**src/rtl/btn_pkg.sv**
```systemverilog
// Shared constants and elaboration helpers for the push-button conditioner.
// Optional hold-to-repeat is selected at build time with BTN_AUTOREPEAT_EN.
package btn_pkg;

  localparam int unsigned DEF_CLK_HZ          = 100_000_000;
  localparam int unsigned DEF_DEBOUNCE_MS     = 10;
  localparam int unsigned DEF_REPEAT_DELAY_MS = 500;
  localparam int unsigned DEF_REPEAT_RATE_MS  = 100;

  // Kind of debounced transition accepted on a tick.
  typedef enum logic [1:0] {
    EDGE_NONE,
    EDGE_RISE,
    EDGE_FALL
  } edge_e;

  // Clock cycles per 1 ms tick; never below 1 so the divider stays well formed.
  function automatic int unsigned ms_div(input int unsigned clk_hz);
    return (clk_hz / 1000 < 1) ? 1 : clk_hz / 1000;
  endfunction

  // Register width for a counter spanning n states, at least 1 bit.
  function automatic int unsigned cnt_w(input int unsigned n);
    return (n <= 1) ? 1 : $clog2(n);
  endfunction

endpackage

```
**src/rtl/btn_channel.sv**
```systemverilog
// One button: 2-FF synchroniser, tick-based debounce, registered edge pulses and,
// when BTN_AUTOREPEAT_EN is defined and enabled for this button, hold-to-repeat.
module btn_channel
  import btn_pkg::*;
#(
  parameter int unsigned DEBOUNCE_MS     = DEF_DEBOUNCE_MS,
  parameter int unsigned REPEAT_DELAY_MS = DEF_REPEAT_DELAY_MS,
  parameter int unsigned REPEAT_RATE_MS  = DEF_REPEAT_RATE_MS,
  parameter bit          REPEAT_EN       = 1'b0
) (
  input  logic i_clk,
  input  logic i_reset_n,
  input  logic i_raw,
  input  logic i_ms_tick,
  output logic o_level,
  output logic o_pedge,
  output logic o_nedge
);

`ifdef BTN_AUTOREPEAT_EN
  localparam bit REP_BUILD = 1'b1;
`else
  localparam bit REP_BUILD = 1'b0;
`endif
  localparam bit REP_ON = REP_BUILD && REPEAT_EN && (REPEAT_RATE_MS >= 1) &&
                          (REPEAT_RATE_MS <= REPEAT_DELAY_MS);

  localparam int unsigned     DB_W    = cnt_w(DEBOUNCE_MS + 1);
  localparam logic [DB_W-1:0] DB_LAST = DB_W'(DEBOUNCE_MS - 1);

  logic            r_sync_meta;
  logic            r_sync;
  logic            r_level;
  logic            r_pedge;
  logic            r_nedge;
  logic [DB_W-1:0] r_db_cnt;

  logic  w_differs;
  logic  w_accept;
  logic  w_rep_pulse;
  edge_e w_edge;

  assign w_differs = (r_sync != r_level);
  // Acceptance happens on the tick whose increment would reach DEBOUNCE_MS.
  assign w_accept  = i_ms_tick && w_differs && (r_db_cnt == DB_LAST);

  always_comb begin
    w_edge = EDGE_NONE;
    if (w_accept) begin
      w_edge = r_sync ? EDGE_RISE : EDGE_FALL;
    end
  end

  always_ff @(posedge i_clk) begin
    if (!i_reset_n) begin
      r_sync_meta <= 1'b0;
      r_sync      <= 1'b0;
      r_level     <= 1'b0;
      r_pedge     <= 1'b0;
      r_nedge     <= 1'b0;
      r_db_cnt    <= '0;
    end else begin
      r_sync_meta <= i_raw;
      r_sync      <= r_sync_meta;
      r_pedge     <= (w_edge == EDGE_RISE) || w_rep_pulse;
      r_nedge     <= (w_edge == EDGE_FALL);
      if (i_ms_tick) begin
        if (!w_differs || w_accept) begin
          r_db_cnt <= '0;
        end else begin
          r_db_cnt <= r_db_cnt + 1'b1;
        end
      end
      if (w_accept) begin
        r_level <= r_sync;
      end
    end
  end

  if (REP_ON) begin : g_repeat
    localparam int unsigned       HOLD_W      = cnt_w(REPEAT_DELAY_MS + 1);
    localparam logic [HOLD_W-1:0] HOLD_LAST   = HOLD_W'(REPEAT_DELAY_MS - 1);
    localparam logic [HOLD_W-1:0] HOLD_RELOAD = HOLD_W'(REPEAT_DELAY_MS - REPEAT_RATE_MS);

    logic [HOLD_W-1:0] r_hold_cnt;
    logic              w_hold_hit;

    // A release accepted on the same tick wins over a repeat that would coincide.
    assign w_hold_hit  = i_ms_tick && r_level && !w_accept && (r_hold_cnt == HOLD_LAST);
    assign w_rep_pulse = w_hold_hit;

    always_ff @(posedge i_clk) begin
      if (!i_reset_n || w_accept || !r_level) begin
        r_hold_cnt <= '0;
      end else if (w_hold_hit) begin
        r_hold_cnt <= HOLD_RELOAD;
      end else if (i_ms_tick) begin
        r_hold_cnt <= r_hold_cnt + 1'b1;
      end
    end
  end else begin : g_no_repeat
    assign w_rep_pulse = 1'b0;
  end

  assign o_level = r_level;
  assign o_pedge = r_pedge;
  assign o_nedge = r_nedge;

endmodule

```
**src/rtl/btn_conditioner.sv**
```systemverilog
// Push-button front end: shared 1 ms tick divider feeding N_BTN debounce channels.
// Define BTN_AUTOREPEAT_EN to enable hold-to-repeat on buttons selected by REPEAT_MASK.
module btn_conditioner
  import btn_pkg::*;
#(
  parameter int unsigned       N_BTN           = 3,
  parameter int unsigned       CLK_HZ          = DEF_CLK_HZ,
  parameter int unsigned       DEBOUNCE_MS     = DEF_DEBOUNCE_MS,
  parameter int unsigned       REPEAT_DELAY_MS = DEF_REPEAT_DELAY_MS,
  parameter int unsigned       REPEAT_RATE_MS  = DEF_REPEAT_RATE_MS,
  parameter logic [N_BTN-1:0]  REPEAT_MASK     = 3'b110
) (
  input  logic             clk,
  input  logic             reset_n,
  input  logic [N_BTN-1:0] btn_raw,
  output logic [N_BTN-1:0] btn_level,
  output logic [N_BTN-1:0] btn_pedge,
  output logic [N_BTN-1:0] btn_nedge
);

  localparam int unsigned      MS_DIV   = ms_div(CLK_HZ);
  localparam int unsigned      DIV_W    = cnt_w(MS_DIV);
  localparam logic [DIV_W-1:0] DIV_LAST = DIV_W'(MS_DIV - 1);

  logic [DIV_W-1:0] r_div;
  logic             w_ms_tick;

  assign w_ms_tick = (r_div == DIV_LAST);

  always_ff @(posedge clk) begin
    if (!reset_n) begin
      r_div <= '0;
    end else if (w_ms_tick) begin
      r_div <= '0;
    end else begin
      r_div <= r_div + 1'b1;
    end
  end

  for (genvar gi = 0; gi < N_BTN; gi++) begin : g_ch
    btn_channel #(
      .DEBOUNCE_MS     (DEBOUNCE_MS),
      .REPEAT_DELAY_MS (REPEAT_DELAY_MS),
      .REPEAT_RATE_MS  (REPEAT_RATE_MS),
      .REPEAT_EN       (REPEAT_MASK[gi])
    ) u_ch (
      .i_clk     (clk),
      .i_reset_n (reset_n),
      .i_raw     (btn_raw[gi]),
      .i_ms_tick (w_ms_tick),
      .o_level   (btn_level[gi]),
      .o_pedge   (btn_pedge[gi]),
      .o_nedge   (btn_nedge[gi])
    );
  end

endmodule

```
**config.mk**
```make
export PLATFORM = sky130hd
export DESIGN_NAME = btn_conditioner
export DESIGN_NICKNAME = d
export VERILOG_FILES = /design/src/rtl/btn_pkg.sv /design/src/rtl/btn_channel.sv /design/src/rtl/btn_conditioner.sv
export SDC_FILE = /design/constraint.sdc
export NUM_CORES = 1
export LEC_CHECK = 0
export ABC_AREA = 1
export BUFFER_PORTS_ARGS = -buffer_cell sky130_fd_sc_hd__buf_2
export CAP_MARGIN = 5
export CORE_ASPECT_RATIO = 1.1
export CORE_MARGIN = 4
export CORE_UTILIZATION = 59
export CTS_CLUSTER_DIAMETER = 80
export DETAILED_ROUTE_END_ITERATION = 12
export PLACE_DENSITY = 0.75
export SLEW_MARGIN = 5
export SYNTH_ARGS = -nofsm -noshare
export SYNTH_HDL_FRONTEND = slang
export SYNTH_HIERARCHICAL = 1
export SYNTH_SLANG_ARGS = --single-unit
export TNS_END_PERCENT = 10
```
**constraint.sdc**
```tcl
create_clock -name clk -period 1.93 [get_ports clk]
set_input_delay 0.579 -clock clk [delete_from_list [all_inputs] [get_ports clk]]
set_output_delay 0.579 -clock clk [all_outputs]
set_load 0.01 [all_outputs]
```
== After elaboration in Yosys (flattened, before gate mapping) ==
Cells that the tools add are included.

* Bits in registers: 44
* Bits of input ports: 5
* Word-level logic and storage cells: 59

* Add/subtract/negate cells: 4
* Equal/unequal tests: 13
* Mux-type cells: 9
* Bitwise operators: 1
* Reductions and logical operators: 13

{| class="wikitable"
|+ Operator list
! kind !! count
|-
| 17-bit by 1-bit adder with 17-bit output (second input constant) || 1
|-
| 17-bit equality test (second input constant) || 1
|-
| 4-bit by 1-bit adder with 4-bit output (second input constant) || 3
|-
| 4-bit equality test (second input constant) || 3
|-
| 2-bit 2-to-1 mux || 6
|-
| 4-bit 2-to-1 mux || 3
|-
| 2-bit by 1-bit equality test with 1-bit output (second input constant) || 3
|-
| 2-bit equality test (second input constant) || 3
|-
| 1-bit logical AND || 6
|-
| 1-bit zero test || 3
|-
| 1-bit logical OR || 3
|-
| 1-bit != test || 3
|-
| 2-bit OR reduction || 1
|-
| 1-bit inverter || 1
|}

== Longest topological paths before layout ==
Gate-level depths: netlist (run 1).

* Depth in word-level cells: 5
* Depth in mapped cells: 10
* Depth with buffers taken out: 10

== By module ==
Netlist (run 1), hierarchy kept.

{| class="wikitable"
|+ Modules (own cells, without submodules)
! module !! times used !! cells an instance !! area each (um2) !! seq. area each (um2)
|-
| btn_channel || 3 || 55 || 417.9 || 180.2
|-
| btn_conditioner || 1 || 140 || 932.1 || 340.3
|}

== Worst setup path before layout (run 1) ==
No wires, ideal clock.

* Path kind: flip-flop to flip-flop
* From: reg r_div[0]
* To: reg g_ch[0].u_ch.r_db_cnt[0]
* Setup time: 0.117 ns
* Arrival time: 1.657 ns
* Slack: 0.156 ns
* Stages on the path, launching flop included: 11
* Buffers on the path: 0
* Clock period less this slack: 1.774 ns
* Path through: dfxtp_1 ha_1 nand2_1 nor2_1 nand3_2 inv_1 nand2_2 nor2_4 nor2_1 nand2_2 nor2_1

* Word-level cells in the longest chain between the ends: 5

{| class="wikitable"
|+ RTL lines
! element !! RTL line !! source
|-
| from (decl) || btn_conditioner.sv:25 || <nowiki>logic [DIV_W-1:0] r_div;</nowiki>
|-
| from (signal assigned) || btn_conditioner.sv:36 || <nowiki>r_div <= r_div + 1'b1;</nowiki>
|-
| 17-bit equality test (*) || btn_conditioner.sv:28 || <nowiki>assign w_ms_tick = (r_div == DIV_LAST);</nowiki>
|-
| net w_ms_tick || btn_conditioner.sv:26 || <nowiki>logic w_ms_tick;</nowiki>
|-
| 1-bit logical AND (2 in series) || btn_channel.sv:45 || <nowiki>assign w_accept = i_ms_tick && w_differs && (r_db_cnt == DB_LAST);</nowiki>
|-
| 1-bit logical OR || btn_channel.sv:68 || <nowiki>if (!w_differs || w_accept) begin</nowiki>
|-
| 4-bit 2-to-1 mux || btn_channel.sv:68 ||
|-
| to (signal assigned) || btn_channel.sv:71 || <nowiki>r_db_cnt <= r_db_cnt + 1'b1;</nowiki>
|-
| to (decl) || btn_channel.sv:36 || <nowiki>logic [DB_W-1:0] r_db_cnt;</nowiki>
|}

The timed path passes the listed nets; every way through them passes the cells marked *.
A chain may end at the register's enable or synchronous reset.

== Final worst setup path (run 1) ==
* From: reg r_div[0]
* To: reg g_ch[1].u_ch.r_db_cnt[0]

* Word-level cells in the longest chain between the ends: 5

{| class="wikitable"
|+ RTL lines
! element !! RTL line
|-
| 17-bit equality test (*) || btn_conditioner.sv:28
|-
| net w_ms_tick || btn_conditioner.sv:26
|-
| 1-bit logical AND (2 in series) || btn_channel.sv:45
|-
| 1-bit logical OR || btn_channel.sv:68
|-
| 4-bit 2-to-1 mux || btn_channel.sv:68
|-
| to (signal assigned) || btn_channel.sv:71
|-
| to (decl) || btn_channel.sv:36
|}

Marks and branches as above.

==> results of run 1 <==
==> critical path: cells and delay by family (launching register included) <==
family | cells | cell delay, ps
AND/OR/NAND/NOR | 8 | 750
flip-flops | 1 | 400
buffers and inverters | 2 | 270
adder cells (fa/ha/maj) | 1 | 220
==> layout make-up <==
cell class | instances | area (um^2)
clock inverter | 1 | 5.00
fill | 293 | 1080
clock buffer | 6 | 41.3
multi-input combinational | 209 | 1090
timing repair buffer | 14 | 85.1
inverter | 51 | 191
sequential | 44 | 881
tap | 48 | 60.1
==> kinds of logic after synthesis <==
group / Yosys count / synth area share, %
XOR/XNOR: 11 / 4.41
flip-flops: 44 / 40.3
adder cells (fa/ha/maj): 7 / 4.01
AND/OR/NAND/NOR: 182 / 38.6
AO/OA/AOI/OAI: 9 / 3.03
buffers and inverters: 52 / 9.67
==> Yosys cell counts <==
| library cell | n |
|---|---|
| o21bai_2 | 3 |
| xor2_1 | 4 |
| xnor2_1 | 7 |
| o21ai_0 | 1 |
| nand2_4 | 1 |
| nor2_4 | 3 |
| nand3_1 | 12 |
| ha_1 | 7 |
| inv_1 | 51 |
| buf_12 | 1 |
| nand3b_1 | 3 |
| nor2_2 | 13 |
| nand3_2 | 1 |
| nand4_1 | 2 |
| o21ai_1 | 4 |
| o21bai_1 | 1 |
| nand2_2 | 14 |
| dfxtp_1 | 44 |
| nand2_1 | 88 |
| nor2_1 | 41 |
| nor3_2 | 4 |
==> state kept, by name (all words and copies together), names as in the netlist <==
| name | flops |
|---|---|
| r_div | 17 |
| g_ch.u_ch/r_db_cnt | 12 |
| g_ch.u_ch/o_level | 3 |
| g_ch.u_ch/o_nedge | 3 |
| g_ch.u_ch/o_pedge | 3 |
| g_ch.u_ch/r_sync | 3 |
| g_ch.u_ch/r_sync_meta | 3 |
==> power by group through the flow <==
stage               Clock, mW  Combinational [mW]  Sequential [mW]
floorplan                   0              0.0396            0.947
global placement            0              0.0499            0.948
detailed placement          0              0.0501            0.949
CTS                     0.431              0.0505            0.928
global route            0.466              0.0579            0.930
finish                  0.407              0.0495            0.928
==> through the flow <==
step	hold WS, ps	worst slack (ps)
after floorplan	390	156
after global placement	395	278
after detailed placement	400	211
after CTS	376	204
after global routing	409	73.2
final	400	214
==> path summary, 6_finish.rpt <==
path                              end  cells after the start  slack (ps)
max          g_ch[1].u_ch/r_db_cnt[0]                     11         210
min          g_ch[0].u_ch/r_sync_meta                      3         400
max reg2reg  g_ch[1].u_ch/r_db_cnt[0]                     11         210
min reg2reg       g_ch[1].u_ch/r_sync                      2         420
==> per-layer routing <==
metal  vias up  routed length [um]  GRT usage (%)
li1        947                   -              -
met2        29                1490           25.3
met3         5                 175           5.64
met1       706                1780           22.5
met5         -                   0              0
met4         0                  65           6.77
==> placed cells by master (no fill, tap or decap) <==
| cell type | count |
|---|---|
| xnor2_1 | 7 |
| dfxtp_1 | 44 |
| o21bai_1 | 1 |
| nor2_4 | 3 |
| nand2_1 | 88 |
| ha_1 | 7 |
| nor2_1 | 41 |
| nand2_2 | 14 |
| o21ai_0 | 1 |
| clkbuf_4 | 5 |
| nand2_4 | 1 |
| inv_1 | 51 |
| nor2_2 | 13 |
| buf_2 | 13 |
| nand3b_1 | 3 |
| nand4_1 | 2 |
| clkbuf_1 | 1 |
| xor2_1 | 4 |
| nand3_2 | 1 |
| o21bai_2 | 3 |
| buf_12 | 1 |
| o21ai_1 | 4 |
| clkinv_2 | 1 |
| nand3_1 | 12 |
| nor3_2 | 4 |
==> results.md, run 1 <==
- Syn_area_per_cell: 7.17 um^2
- Final core occ: 68.5%
- Avg Vias per Cell: 4.52
- Grt ovf: 0
- Number of global-route vias before repair: 1495
- Hold-fix buffers at CTS: 0
- Crit-path cells: ha_1 > nand2_1 > nor2_1 > nand3_2 > inv_1 > buf_12 > nand2_2 > nor2_4 > nor2_1 > nand2_2 > nor2_1
- Most used cell, CP: nor2_1
- Min cycle time layout: 1720 ps
- Clock Skews: 10.1 ps
- Fin cells: 373
- Crit share post-route: 88.9%
- Port Buffer Count: 13
- ANT cells: 0
- Worst r2r src: r_div[0]
- Clk Latency, worst-skew pair: 350 ps
- Post-CTS Setup Bufs: 0
- Hold Vio Cnt, Final: 0
- Final design area excluding fillers: ~0.0024 mm^2
- Height of the die: 71.8 um
- Root buf cell: clkbuf_4
- Initial antenna violation count: 0
- Initial DRC Count: 102
- Die Wd: around 66 um
- Hold path startpoint: btn_raw[0]
- Routed WL per cell: 9.42 um
- CTS tree: done
- Setup TNS: 0 ps
- Fmax: 583 MHz
- LEAKAGE: 0.992 nW
- Drt first pass iters: 4
- Yosys top cell by area: dfxtp_1
- Seq pwr share: 67.0%
- CTS Sinks: 44
- ANT nets after route: 0
- Nets in the synthesized netlist: 317
- RSZ-0062 raised after global routing: false
- Post-Synthesis Cells: 305
- NetSw: approximately 310 uW
- Cell Count Post-Placement: ~370
- Synth top area share: 40.3%
- Power per cell area: ~600 mW/mm^2
- Slew HR: 78.6%
- Seq/Total Area, Yosys: 40.3%
- GRT Overall Usage: roughly 17%
- Library cells used by synthesis: 21
- Clock transition at the registers of the reported paths: 120 ps
- Final setup violation count: 0
- Maxcap violations: 0
- CORE AREA: 0.00344 mm^2
- Largest net degree at the start of global routing: 19
- Switch share: 22.7%
- Detailed Route WL: 3510 um
- Worst EP arrival: 1970 ps
- Worst setup SP type: flop
- Synth Cell Area: 0.00219 mm^2
- Critical path endpoint category: flop
- CTS resizes: 0
- CP max stage delay: 400 ps
- Share of layout cells above drive strength 1: between 10% and 20%
- Pwr Total: 1.38 mW
- Int Pwr: 1.07 mW
- # DRC: 0
- Global-route wire length before repair: 6260 um
- CP max stage cell: dfxtp_1
- Num CTS Buffers: 5
- HP Class: primary input to flop
- Area after DPL: 0.00231 mm^2
- Die Area: 0.00474 mm^2
- DR vias: 1687
- Detail Placement HPWL: 2620 um
- Ports: 14
- H-tree depth: 2
- Routability cong.: 0.837
- Clock power frac: 29.4%
- Row Count: 22
- Pins over their slew limit: 0
- Total Nets Final: 337
- Setup crit start: r_div[0]
- Setup CP Type: flop to flop
- Initial Util: 63.5%
- Slew @ Worst Pin: 321 ps
- Yosys warning count: 6
- Yosys reg bits: 44
- Synth area leaders: dfxtp_1 (40%), nand2_1 (15%), inv_1 (8.8%), nor2_1 (7.0%), ha_1 (4.0%)
- Layout area overhead: 7.84%
- Status: finished, final reports clean
- Gate power share: 3.6%
- Crit path required time: 2190 ps
- Clock buffer depth: 2
- Crit Path Max Fanout: 18
- Worst VDD drop: 419 uV
Power figures use the tool's default switching activity.
==> run 2, diff against run 1 <==
--- a/config.mk
+++ b/config.mk
@@ -12,6 +12,6 @@
 export CORE_MARGIN = 4
-export CORE_UTILIZATION = 59
+export CORE_UTILIZATION = 45
 export CTS_CLUSTER_DIAMETER = 80
 export DETAILED_ROUTE_END_ITERATION = 12
-export PLACE_DENSITY = 0.75
+export PLACE_DENSITY = 0.65
 export SLEW_MARGIN = 5
==> constraint.sdc (replaced) <==
create_clock -name clk -period 1.93 [get_ports clk]
set_input_delay 0.0965 -clock clk [delete_from_list [all_inputs] [get_ports clk]]
set_output_delay 0.0965 -clock clk [all_outputs]
set_load 0.01 [all_outputs]
==> run 2 against run 1 <==
Global-route usage fell by 2.6 points. Die area rose by 27%. Cell area grew 4.3%. Highest routed layer unchanged. Total power increased by 15%. Sequential power is essentially flat. Combinational power up 11%. Cell count rose by 3.2%. Sequential share of layout area is 1.5 points lower. Setup slack better by 45 ps. Clock skew decreased by 4.1 ps.
==> results.md, run 2 (synthesized netlist as in run 1, its figures left out) <==
- # DRC: 0 (unchanged)
- Row Count: 26 (+18%)
- Drt first pass iters: 4 (unchanged)
- Root buf cell: clkbuf_8
- Final core occ: 52.5% (-16 points)
- ANT nets after route: 0 (unchanged)
- Crit-path cells: ha_2 > nand2_1 > nor2_1 > nand3_2 > inv_1 > buf_12 > nand2_2 > nor2_4 > nor2_1 > nand2_2 > nor2_1
- Metal3 WL: 120 um (-31%)
- Final setup violation count: 0 (unchanged)
- Register bank with the most flops: r_div
- CORE AREA: 0.00468 mm^2 (+36%)
- Die Area: 0.00604 mm^2 (+27%)
- Worst r2r src: r_div[0]
- Maxcap violations: 0 (unchanged)
- Num CTS Buffers: 5 (unchanged)
- Worst VDD drop: 340 uV (-19%)
- Status: finished, final reports clean
- Min cycle time layout: 1670 ps (-44.6 ps)
- Initial antenna violation count: 0 (unchanged)
- Top Registers: r_div x17, g_ch.u_ch/r_db_cnt x12
- Pre-CTS worst setup slack: 209 ps (-2.22 ps)
- Clk Latency, worst-skew pair: 290 ps (-60 ps)
- Pins over their slew limit: 0 (unchanged)
- Share of layout cells above drive strength 1: 19.1% (+1.0 points)
- LEAKAGE: 1.03 nW (+3.8%)
- Clock buffer depth: 2 (unchanged)
- Slew HR: 77.8% (-0.85 points)
- Total Nets Final: 341 (+1.2%)
- Pwr Total: 1.60 mW (+15%)
- Largest net degree at the start of global routing: 19 (unchanged)
- Setup TNS: 0 ps (unchanged)
- Met2 routed WL: 1820 um (+22%)
- Clock Skews: 5.94 ps (-4.14 ps)
- HP Class: primary input to flop
- Avg Vias per Cell: 4.45 (-1.6%)
- Crit Path Max Fanout: 18 (unchanged)
- R2R cell count: 11 (unchanged)
- Max reg flops: 17 (unchanged)
- DRT met1 WL: 1640 um (-7.9%)
- Routed WL per cell: 9.50 um (+0.85%)
- Crit path required time: 2120 ps (-70 ps)
- Fin cells: 385 (+3.2%)
- Final design area excluding fillers: 0.00246 mm^2 (+4.3%)
- Setup crit start: r_div[0]
- CTS tree: done
- Power per cell area: 650 mW/mm^2 (+11%)
- GRT Overall Usage: 14.4% (-2.6 points)
- ANT cells: 0 (unchanged)
- Clock transition at the registers of the reported paths: 80 ps (-40 ps)
- Detailed Route WL: 3660 um (+4.1%)
- Top Metal Used: met4
- Setup ws final: 259 ps (+44.6 ps)
- Die Wd: 74.5 um (+13%)
- Crit path to: g_ch[0].u_ch/r_db_cnt[2]
- Worst setup SP type: flop
- Slew @ Worst Pin: 334 ps (+12.8 ps)
- Critical path's top delay family: simple AND/OR/NAND/NOR gates
- CTS Sinks: 44 (unchanged)
- Layout area overhead: 12.5%
- Worst EP arrival: 1860 ps (-110 ps)
- Post-CTS Setup Bufs: 0 (unchanged)
- Initial Util: 46.7% (-17 points)
- Reg2reg end: g_ch[0].u_ch/r_db_cnt[2]
- Grt ovf: 0 (unchanged)
- Crit path buf inv count: 2 (unchanged)
- Initial DRC Count: 68 (-33%)
- DR vias: 1713 (+1.5%)
- H-tree depth: 2 (unchanged)
- Cell Count Post-Placement: 375 (+2.5%)
- Height of the die: 81.1 um (+13%)
- Hold Vio Cnt, Final: 0 (unchanged)
- Detail Placement HPWL: 2650 um (+1.0%)
- Ports: 14 (unchanged)
- Crit share post-route: 86.6% (-2.3 points)
- Commonest non-fill, non-tap cell in the layout: nand2_1
- Critical path depth: 11 (unchanged)
- CP max stage cell: dfxtp_2
- Critical path endpoint category: flop
- CP max stage delay: 360 ps (-40 ps)
- Port Buffer Count: 13 (unchanged)
- Setup CP Type: flop to flop
- Most used cell, CP: nor2_1
- Global-route wire length before repair: 6730 um (+7.5%)
- Routability cong.: 0.776 (-7.3%)
- Area after DPL: 0.00233 mm^2 (+0.76%)
- RSZ-0062 raised after global routing: false
- Register-to-register setup slack: 260 ps (+40 ps)
- Number of global-route vias before repair: 1673 (+12%)
- Highest-count cells in the layout ignoring fill and taps: nand2_1 (88), inv_1 (51), dfxtp_1 (43)
- Fmax: 598 MHz (+2.7%)
- Hold_ws: 181 ps (-218 ps)
run 2: changes by cell type in the layout (fill, tap and decap cells not counted):
cell	previous run	this run
buf_4	0	1
clkbuf_1	1	0
clkbuf_4	5	0
clkbuf_8	0	7
clkinv_2	1	0
dfxtp_1	44	43
dfxtp_2	0	1
dlygate4sd3_1	0	3
ha_1	7	6
ha_2	0	1
run 2: routing by layer:
layer | vias to the layer above | global-route usage, %
met1 | 740 | 15.3
met3 | 6 | 4.46
met4 | 0 | 6.41
met2 | 15 | 25.6
li1 | 952 | -
met5 | - | 0
run 2: power by group:
group | internal (mW) | switching [mW]
clock | 0.319 | 0.296
combinational | 0.0211 | 0.0336
sequential | 0.918 | 0.00936
total | 1.26 | 0.339
run 2: final cells by class:
cell class | count | area (um^2)
inverters | 51 | 191
clock buffers | 7 | 96.3
flip-flops and latches | 44 | 882
repair buffers | 18 | 123
multi-input cells | 209 | 1100
fillers | 500 | 2230
well taps | 56 | 70.1
run 2: worst min-delay path by stage:
stage | startpoint | to | slack, ps | cells past startpoint
floorplan | reset_n | g_ch[0].u_ch/r_sync | 190 | 2
global placement | btn_raw[0] | g_ch[0].u_ch/r_sync_meta | 280 | 3
detailed placement | btn_raw[2] | g_ch[2].u_ch/r_sync_meta | 290 | 3
CTS | reset_n | g_ch[2].u_ch/r_sync | 170 | 3
global route | reset_n | g_ch[1].u_ch/r_sync_meta | 200 | 3
finish | reset_n | g_ch[2].u_ch/r_sync | 180 | 3
run 2: worst min-delay path: cells and delay by family:
family                 cells  cell delay (ps)
and+or+nand+nor            1               90
buffers and inverters      2              240
run 2: what timing repair did:
action	4_1_cts	5_1_grt
endpoints found under the setup margin	0	10
hold buffers	3	0
endpoints found under the hold margin	3	0
resized for setup	0	2
==> run 3, diff against run 2 <==
PLACE_DENSITY = not set   (was 0.65)
==> run 3 against run 2 <==
Clock-buffer cell count increased by 1. Global-route usage increased by 0.35 points. Cell area decreased by 0.71%. Total power decreased by 1.8%. Cell count unchanged. Flip-flop and latch count unchanged. First-iteration DRC count decreased by 34%. Via count increased by 0.99%. Critical path depth unchanged. Setup slack got worse by 42 ps. Clock power decreased by 4.6%. Sequential power about the same. Critical endpoint is now g_ch[0].u_ch/r_db_cnt[0]. Largest power group unchanged.
==> results.md, run 3 (synthesized netlist as in run 1, its figures left out) <==
- Initial Util: 46.7% (unchanged)
- Pins over their slew limit: 0 (unchanged)
- HP Class: primary input to flop
- Avg Vias per Cell: 4.49 (+0.99%)
- Highest-count cells in the layout ignoring fill and taps: nand2_1 (88), inv_1 (51), dfxtp_1 (44)
- Row Count: 26 (unchanged)
- ANT nets after route: 0 (unchanged)
- Final setup violation count: 0 (unchanged)
- Maxcap violations: 0 (unchanged)
- Commonest non-fill, non-tap cell in the layout: nand2_1
- Cell Count Post-Placement: 374 (-0.27%)
- Slew @ Worst Pin: 327 ps (-6.78 ps)
- Setup TNS: 0 ps (unchanged)
- RSZ-0062 raised after global routing: false
- H-tree depth: 2 (unchanged)
- Fin cells: 385 (unchanged)
- # DRC: 0 (unchanged)
- Register-to-register setup slack: 220 ps (-40 ps)
- Setup CP Type: flop to flop
- Initial DRC Count: 45 (-34%)
- CTS tree: done
- Register bank with the most flops: r_div
- Crit path required time: 2120 ps (about the same)
- Storage cell area: 881 um^2 (-0.14%)
- LEAKAGE: 1.02 nW (-0.80%)
- Power per cell area: 643 mW/mm^2 (-1.1%)
- Height of the die: 81.1 um (unchanged)
- Clk Latency, worst-skew pair: 290 ps (about the same)
- Clock Skews: 7.31 ps (+1.37 ps)
- R2R cell count: 11 (unchanged)
- Status: finished, final reports clean
- Global-route wire length before repair: 6960 um (+3.5%)
- Routability cong.: 0.817 (+5.3%)
- Hold Path Depth: 3 (unchanged)
- Grt ovf: 0 (unchanged)
- Crit Path Max Fanout: 18 (unchanged)
- Routed WL per cell: 9.72 um (+2.3%)
- Worst setup SP type: flop
- Worst VDD drop: 343 uV (+1.1%)
- Hold_ws: 179 ps (-2.65 ps)
- GRT Overall Usage: 14.7% (+0.35 points)
- Max reg flops: 17 (unchanged)
- Layout area overhead: 11.7%
- Ports: 14 (unchanged)
- Initial antenna violation count: 0 (unchanged)
- CTS resizes: 0 (unchanged)
- Layout fillers: 488 (-2.4%)
- Die Wd: 74.5 um (unchanged)
- Drt first pass iters: 4 (unchanged)
- Hold-fix buffers at CTS: 3 (unchanged)
- Setup ws final: 217 ps (-41.7 ps)
- Post-CTS Setup Bufs: 0 (unchanged)
- CORE AREA: 0.00468 mm^2 (unchanged)
- Share of layout cells above drive strength 1: 17.9% (-1.2 points)
- Root buf cell: clkbuf_8
- Clock buffer depth: 2 (unchanged)
- Total Nets Final: 340 (-0.29%)
- Reg2reg end: g_ch[0].u_ch/r_db_cnt[0]
- Detail Placement HPWL: 2750 um (+3.7%)
- Num CTS Buffers: 5 (unchanged)
- Final core occ: 52.1% (-0.37 points)
- DR vias: 1730 (+0.99%)
- Largest net degree at the start of global routing: 19 (unchanged)
- Pre-CTS worst setup slack: 205 ps (-3.54 ps)
- ANT cells: 0 (unchanged)
- Hold path startpoint: reset_n
- Endpoint of the worst hold-timing path: g_ch[0].u_ch/r_sync
- Slew HR: 78.2% (+0.45 points)
- Hold Vio Cnt, Final: 0 (unchanged)
- Port Buffer Count: 13 (unchanged)
- Crit share post-route: 88.7% (+2.2 points)
- Worst r2r src: r_div[0]
- Top Registers: r_div x17, g_ch.u_ch/r_db_cnt x12
- Worst EP arrival: 1900 ps (+40 ps)
- Area of the multi-input gates: 0.00109 mm^2 (-0.23%)
- Fmax: 584 MHz (-2.4%)
- Die Area: 0.00604 mm^2 (unchanged)
- Critical path endpoint category: flop
- CTS Sinks: 44 (unchanged)
- Min cycle time layout: 1710 ps (+41.7 ps)
- Number of global-route vias before repair: 1658 (-0.90%)
- Clock transition at the registers of the reported paths: 80 ps (about the same)
- Detailed Route WL: 3740 um (+2.3%)
## run 3: critical path, stage by stage (launching register included)
cell     delay (ps)
dfxtp_1         390
ha_1            230
nand2_1          70
nor2_1          150
nand3_2         130
inv_1           110
buf_12          160
nand2_2          70
nor2_4          120
nor2_1           60
nand2_2          80
nor2_1           40
## run 3: report_power, final
group / total, mW / leakage [nW] / internal (mW) / switching, mW
Combinational: 0.0541 / 0.620 / 0.0207 / 0.0334
Sequential: 0.927 / 0.356 / 0.918 / 0.00890
Clock: 0.587 / 0.0455 / 0.292 / 0.295
## run 3: worst max-delay path by stage
stage              from                        to  slack [ps]
2_1_floorplan  r_div[0]  g_ch[0].u_ch/r_db_cnt[0]         160
3_3_place_gp   r_div[0]  g_ch[2].u_ch/r_db_cnt[2]         250
3_5_place_dp   r_div[0]  g_ch[2].u_ch/r_db_cnt[0]         210
4_1_cts        r_div[0]      g_ch[1].u_ch/o_nedge         190
5_1_grt        r_div[0]  g_ch[2].u_ch/r_db_cnt[3]          20
6_report       r_div[0]  g_ch[0].u_ch/r_db_cnt[0]         220
## run 3: per-layer routing
layer	GRT usage [%]	wire length, um	up-vias
met5	0	0	-
met4	6.23	95	0
met3	3.71	123	8
met2	25.3	1770	18
met1	17.2	1750	751
li1	-	-	953
## run 3: stage by stage
step / instance area (um^2) / power [mW]
after CTS: 2440 / 1.59
after floorplan: 2190 / 0.986
after global placement: 2320 / 0.999
final: 2440 / 1.57
after global routing: 2440 / 1.64
after detailed placement: 2320 / 0.999
## run 3: area by class of cell
class                   count  share of cell area, %
clock buffers               8                   3.69
well taps                  56                   2.87
multi-input cells         209                   44.8
repair buffers             17                   4.72
flip-flops and latches     44                   36.1
inverters                  51                   7.84
